===== src/rtl/magnetron.sv =====
// magnetron: microwave magnetron enable FSM (IDLE/ON/PAUSED) with registered output.
// Optional MAGNETRON_SYNC_EN puts 2-flop synchronizers on startn, stopn, porta_fechada and zero.
module magnetron (
    input  logic clk,
    input  logic clrn,
    input  logic startn,
    input  logic stopn,
    input  logic porta_fechada,
    input  logic zero,
    output logic ligar
);
    typedef enum logic [1:0] {IDLE = 2'd0, ON = 2'd1, PAUSED = 2'd2} state_t;
    state_t r_state, w_next;
    logic   r_ligar;
    logic   w_startn, w_stopn, w_porta, w_zero, w_start_ok;
`ifdef MAGNETRON_SYNC_EN
    logic [1:0] r_startn_s, r_stopn_s, r_porta_s, r_zero_s;
    // synchronizers reset to the inactive level of each input
    always_ff @(posedge clk or negedge clrn) begin
        if (!clrn) begin
            r_startn_s <= 2'b11;
            r_stopn_s  <= 2'b11;
            r_porta_s  <= 2'b00;
            r_zero_s   <= 2'b00;
        end else begin
            r_startn_s <= {r_startn_s[0], startn};
            r_stopn_s  <= {r_stopn_s[0], stopn};
            r_porta_s  <= {r_porta_s[0], porta_fechada};
            r_zero_s   <= {r_zero_s[0], zero};
        end
    end
    assign w_startn = r_startn_s[1];
    assign w_stopn  = r_stopn_s[1];
    assign w_porta  = r_porta_s[1];
    assign w_zero   = r_zero_s[1];
`else
    assign w_startn = startn;
    assign w_stopn  = stopn;
    assign w_porta  = porta_fechada;
    assign w_zero   = zero;
`endif
    assign w_start_ok = !w_startn && w_stopn && w_porta && !w_zero;
    always_comb begin
        w_next = IDLE;
        case (r_state)
            IDLE:    w_next = w_start_ok ? ON : IDLE;
            ON:      w_next = !w_stopn ? IDLE : !w_porta ? PAUSED : w_zero ? IDLE : ON;
            PAUSED:  w_next = (!w_stopn || w_zero) ? IDLE : w_start_ok ? ON : PAUSED;
            default: w_next = IDLE;
        endcase
    end
    always_ff @(posedge clk or negedge clrn) begin
        if (!clrn) begin
            r_state <= IDLE;
            r_ligar <= 1'b0;
        end else begin
            r_state <= w_next;
            r_ligar <= (w_next == ON);
        end
    end
    assign ligar = r_ligar;
endmodule


===== config.mk =====
export PLATFORM = sky130hd
export DESIGN_NAME = magnetron
export DESIGN_NICKNAME = d
export VERILOG_FILES = /design/src/rtl/magnetron.sv
export SDC_FILE = /design/constraint.sdc
export NUM_CORES = 1
export LEC_CHECK = 0
export CAP_MARGIN = 20
export CORE_AREA = 2 2 39 41
export DETAILED_ROUTE_END_ITERATION = 10
export DIE_AREA = 0 0 41 43
export PLACE_DENSITY = 0.36
export SLEW_MARGIN = 20
export SYNTH_ARGS = -nofsm -noshare
export SYNTH_HDL_FRONTEND = slang
export SYNTH_SLANG_ARGS = --single-unit

===== constraint.sdc =====
create_clock -name clk -period 1.3 [get_ports clk]
set_input_delay 0.325 -clock clk [delete_from_list [all_inputs] [get_ports clk]]
set_output_delay 0.325 -clock clk [all_outputs]
set_load 0.05 [all_outputs]

==> results of run 1 <==
-- logic make-up after synthesis --
family,after synthesis
AO/OA/AOI/OAI,1
AND/OR/NAND/NOR,6
flip-flops,3
multiplexers,1
-- registers in the layout, summed over array words and instances, names as in the netlist --
signal / cells
ligar: 1
r_state: 2
-- area by class of cell --
class,count,area (sq um),share of cell area (%)
repair buffers,8,85.1,31.8
well taps,16,20.0,7.48
flip-flops and latches,3,75.1,28.0
multi-input cells,8,61.3,22.9
clock buffers,4,26.3,9.81
-- stage by stage --
step | hold WS [ns] | cell area, sq um
global route | 0.269 | 268
floorplan | 0.0294 | 136
CTS | 0.264 | 268
finish | 0.262 | 268
detailed placement | 0.522 | 241
global placement | 0.535 | 241
-- power by group through the flow --
stage	registers, mW	logic, mW	clock network, mW
global placement	0.0992	0.0399	0
finish	0.0980	0.0392	0.178
detailed placement	0.0992	0.0394	0
floorplan	0.102	0.00836	0
global route	0.0980	0.0418	0.191
CTS	0.0979	0.0396	0.183
-- placed cells by master (no fill, tap or decap) --
master | synthesis | final
and4bb_2 | 1 | 1
clkbuf_4 | 0 | 3
nor2_1 | 1 | 1
nand2_1 | 1 | 1
buf_4 | 0 | 2
clkdlybuf4s50_1 | 0 | 5
nand2b_1 | 1 | 1
nor3_1 | 2 | 2
buf_12 | 0 | 1
clkbuf_1 | 0 | 1
mux2_4 | 1 | 1
dfrtp_1 | 3 | 3
a32o_1 | 1 | 1
-- routing by layer --
metal / part of all wire [%] / wire, um
met4: 5.9 / 21
met2: 39 / 140
met1: 40 / 142
met3: 15 / 54
met5: 0 / 0
-- path summary, 6_finish.rpt --
| kind | startpoint | end | slack, ns | depth (start not counted) |
|---|---|---|---|---|
| min in group clk | r_state[0] | r_state[1] | 0.60 | 1 |
| setup / recovery | ligar | ligar | 0.19 | 1 |
| setup reg to reg | r_state[0] | r_state[0] | 0.31 | 2 |
| max in group asynchronous | clrn | r_state[1] | 0.90 | 1 |
| hold / removal | clrn | r_state[0] | 0.26 | 1 |
| hold reg to reg | r_state[0] | r_state[1] | 0.60 | 1 |
==> impl_metrics.env, run 1 <==
export IMPL_cap_violations=0
export IMPL_syn_instance_count=11
export IMPL_worst_setup_path_start_kind="flop"
export IMPL_use_met1_pct=5.52
export IMPL_via_count=131
export IMPL_die_h_um=43
export IMPL_yosys_area_share_adder_pct=0
export IMPL_grt_use_total_pct=5.54
export IMPL_grt_pass1_wl_um=503
export IMPL_final_nets=30
export IMPL_cp_required_ns=0.98
export IMPL_ant_nets=0
export IMPL_p_clk_share_pct=56.5
export IMPL_drc=0
export IMPL_grt_busiest_layer="met4"
export IMPL_detail_route_first_pass_iterations=2
export IMPL_slew_headroom_pct=88.5
export IMPL_dieArea_sq_um=1760
export IMPL_power_switching_mw=0.0775
export IMPL_hold_viol_final=0
export IMPL_via_per_inst=3.36
export IMPL_cp_max_fo=1
export IMPL_cts_root_buffer="clkbuf_4"
export IMPL_crit_buf_inv=1
export IMPL_yosys_top_cells_area="dfrtp_1 (55%), mux2_4 (11%), and4bb_2 (9.2%), a32o_1 (7.3%), nor3_1 (7.3%)"
export IMPL_io_buffers=6
export IMPL_wirelength_um=358
export IMPL_cts_resized=0
export IMPL_fp_dieW_um=41
export IMPL_n_antenna_cell=0
export IMPL_hold_buffers=0
export IMPL_overflow=0
export IMPL_globalplace_congestion=0.546
export IMPL_instances_no_fill=39
export IMPL_yosys_register_bits=3
export IMPL_outcome="completed"
export IMPL_rsz0062_at_grt="no"
export IMPL_ios=7
export IMPL_synth_largest_area_cell="dfrtp_1"
export IMPL_setup_viol=0
export IMPL_power_total_mw=0.315
export IMPL_pre_cts_ws_ns=-0.0642
export IMPL_synth_compound_area_share_pct=7.34
export IMPL_tns_ns=0
export IMPL_path_class="flop to primary output"
export IMPL_swShare_pct=24.6
export IMPL_area_growth_pct=96.3
export IMPL_fin_util_pct=19.3
export IMPL_seqPwrFrac_pct=31.1
export IMPL_crit_path_cell_trace="buf_12"
export IMPL_antenna_found_initial=0
export IMPL_yosysTopAreaCellShare_pct=55.0
export IMPL_clock_sinks=3
export IMPL_core_area_sq_um=1380
export IMPL_met2_usage_pct=5.31
export IMPL_synth_xor_area_share_pct=0
export IMPL_cts_setup_buffers=0
export IMPL_ys_top_cells_by_count="dfrtp_1 (3), nor3_1 (2)"
export IMPL_clock_latency_ns=0.24
export IMPL_end_kind="primary output"
export IMPL_syn_avg_cell_area_sq_um=12.4
export IMPL_met3_usage_pct=4.71
export IMPL_power_internal_mw=0.238
export IMPL_synth_simple_area_share_pct=26.6
export IMPL_timing_final_ws_setup_ns=0.186
export IMPL_synth_edff_count=0
export IMPL_p_leak_nw=0.116
export IMPL_crit_path_top_delay_cell="dfrtp_1"
export IMPL_placementRows=14
export IMPL_synth_area_mux_share_pct=11.0
export IMPL_powerDensity_nw_per_um2=1180
export IMPL_routedWlPerCell_um=9.18
export IMPL_grt_max_degree=4
export IMPL_irDropWorstVdd_uv=330
export IMPL_slew_violations=0
export IMPL_h_tree_depth=1
export IMPL_period_minus_slack_ns=1.11
export IMPL_ys_flop_type="dfrtp_1"
export IMPL_cts_buffer_depth=2
export IMPL_async_flop_share_pct=100
export IMPL_syn_num_nets=17
export IMPL_drt_iter0_drc=1
export IMPL_timing_final_crit_share_pct=85.7
export IMPL_power_frac_comb_pct=12.4
export IMPL_yosysWarnings=0
export IMPL_cts_buffers=3
export IMPL_fill_cells=147
export IMPL_dp_cells=35
export IMPL_first_global_vias=137
export IMPL_ys_types=8
export IMPL_layout_drive_gt1_share_pct=34.8
export IMPL_max_freq_ghz=0.898
export IMPL_netlist_area_sq_um=136
export IMPL_critPathMaxStageDelay_ns=0.39
export IMPL_synth_top_family_by_area="simple AND/OR/NAND/NOR gates"
export IMPL_clkTransAtPathRegs_ns=0.04
export IMPL_cts_tree="yes"
export IMPL_path_delay_family="flip-flops"
export IMPL_ys_seq_area_share_pct=55.0
export IMPL_holdCritPathClass="primary input to asynchronous set/reset pin"
export IMPL_synth_most_common_cell="dfrtp_1"
export IMPL_start_util_pct=9.86
export IMPL_tightestPinTransition_ns=0.172
export IMPL_fin_worst_skew_ns=0.000869
export IMPL_worstPathArrival_ns=0.79
Power figures use the tool's default switching activity.
==> run 2, diff against run 1 <==
--- a/config.mk
+++ b/config.mk
@@ -9,7 +9,8 @@
 export CORE_AREA = 2 2 39 41
 export DETAILED_ROUTE_END_ITERATION = 10
 export DIE_AREA = 0 0 41 43
-export PLACE_DENSITY = 0.36
+export DONT_BUFFER_PORTS = 1
+export PLACE_DENSITY = 0.3
 export SLEW_MARGIN = 20
 export SYNTH_ARGS = -nofsm -noshare
 export SYNTH_HDL_FRONTEND = slang
==> impl_metrics.env, run 2 (synthesis results as in run 1) <==
export IMPL_cap_violations=0
export IMPL_dieArea_sq_um=1760
export IMPL_powerDensity_nw_per_um2=1430
export IMPL_ios=7
export IMPL_via_count=109
export IMPL_tightestPinTransition_ns=0.461
export IMPL_overflow=0
export IMPL_globalplace_congestion=0.570
export IMPL_routedWlPerCell_um=9.47
export IMPL_slew_headroom_pct=69.3
export IMPL_outcome="completed"
export IMPL_final_cell_mix="clkbuf_4 (3), dfrtp_1 (3), nor3_1 (2)"
export IMPL_seq_area_sq_um=75.1
export IMPL_worstPathArrival_ns=0.85
export IMPL_hold_viol_final=0
export IMPL_end_kind="primary output"
export IMPL_holdCritPathClass="primary input to flop"
export IMPL_drc=0
export IMPL_cts_resized=0
export IMPL_dp_hpwl_um=218
export IMPL_irDropWorstVdd_uv=594
export IMPL_timing_final_crit_share_pct=90.0
export IMPL_drt_iter0_drc=3
export IMPL_worst_setup_path_start_kind="flop"
export IMPL_multiInputGateArea_sq_um=61.3
export IMPL_clkTransAtPathRegs_ns=0.04
export IMPL_fp_dieW_um=41
export IMPL_largest_reg_flops=2
export IMPL_cts_buffers=3
export IMPL_top_register="r_state"
export IMPL_start_util_pct=9.86
export IMPL_tns_ns=0
export IMPL_detail_route_first_pass_iterations=2
export IMPL_cts_buffer_depth=2
export IMPL_clock_latency_ns=0.23
export IMPL_cp_required_ns=0.98
export IMPL_timing_final_ws_setup_ns=0.129
export IMPL_area_growth_pct=41.3
export IMPL_slew_violations=0
export IMPL_cts_tree="yes"
export IMPL_core_area_sq_um=1380
export IMPL_grt_pass1_wl_um=469
export IMPL_period_minus_slack_ns=1.17
export IMPL_final_nets=23
export IMPL_max_freq_ghz=0.854
export IMPL_antenna_found_initial=0
export IMPL_ant_nets=0
export IMPL_via_per_inst=3.41
export IMPL_h_tree_depth=1
export IMPL_grt_max_degree=4
export IMPL_clock_sinks=3
export IMPL_die_h_um=43
export IMPL_n_antenna_cell=0
export IMPL_p_leak_nw=0.0823
export IMPL_io_buffers=0
export IMPL_power_total_mw=0.275
export IMPL_layout_drive_gt1_share_pct=31.3
export IMPL_path_class="flop to primary output"
export IMPL_placementRows=14
export IMPL_wirelength_um=303
export IMPL_first_global_vias=120
export IMPL_stdcell_area_sq_um=193
export IMPL_instances_no_fill=32
export IMPL_rsz0062_at_grt="no"
export IMPL_setup_viol=0
export IMPL_fin_worst_skew_ns=0.00147
export IMPL_dp_cells=27
export IMPL_cts_root_buffer="clkbuf_4"
export IMPL_fill_cells=149
export IMPL_dpl_cell_area_sq_um=156
export IMPL_pre_cts_ws_ns=0.325
export IMPL_grt_use_total_pct=5.03
export IMPL_cp_max_fo=1
-- run 2: changes by cell type in the layout (fill, tap and decap cells not counted), sizes merged --
cell           before  now
buf                 3    0
dlygate4sd3         0    1
clkdlybuf4s50       5    0
-- run 2: layer usage --
layer	vias to the layer above	GRT usage (%)	share of wire (%)
met5	-	0	0
met2	8	3.75	25
met1	50	4.53	49
met4	0	4.00	0
met3	0	9.42	26
li1	51	-	-
-- run 2: repair_timing --
action	in CTS	in global routing
hold buffers	1	0
endpoints found under the setup margin	0	0
setup buffers	0	0
endpoints found under the hold margin	3	0
-- run 2: layout make-up --
type / instances / share of cell area, %
clock buffer: 4 / 13.6
multi-input combinational: 8 / 31.8
sequential: 3 / 39.0
tap: 16 / 10.4
timing repair buffer: 1 / 5.19
-- run 2: final timing paths --
path                             from         end  slack [ns]  cells after the start
max                             ligar       ligar        0.13                      0
min                              zero  r_state[0]        0.17                      1
max reg2reg                r_state[0]       ligar        0.29                      2
min reg2reg                r_state[0]  r_state[1]        0.59                      1
max in group asynchronous        clrn       ligar        0.81                      1
min in group asynchronous        clrn  r_state[0]        0.35                      1
-- run 2: stage by stage --
| step | util (%) | hold WS, ns |
|---|---|---|
| 4_1_cts | 13.9 | 0.156 |
| 6_report | 13.9 | 0.168 |
| 2_1_floorplan | - | 0.0294 |
| 5_1_grt | 13.9 | 0.155 |
| 3_5_place_dp | 11.3 | 0.0295 |
| 3_3_place_gp | 11.3 | 0.0295 |
-- run 2: power by group --
group,switching (mW),total (mW),internal [mW]
Clock,0.0458,0.161,0.115
Combinational,0.00508,0.0131,0.00805
Sequential,0.00476,0.101,0.0961
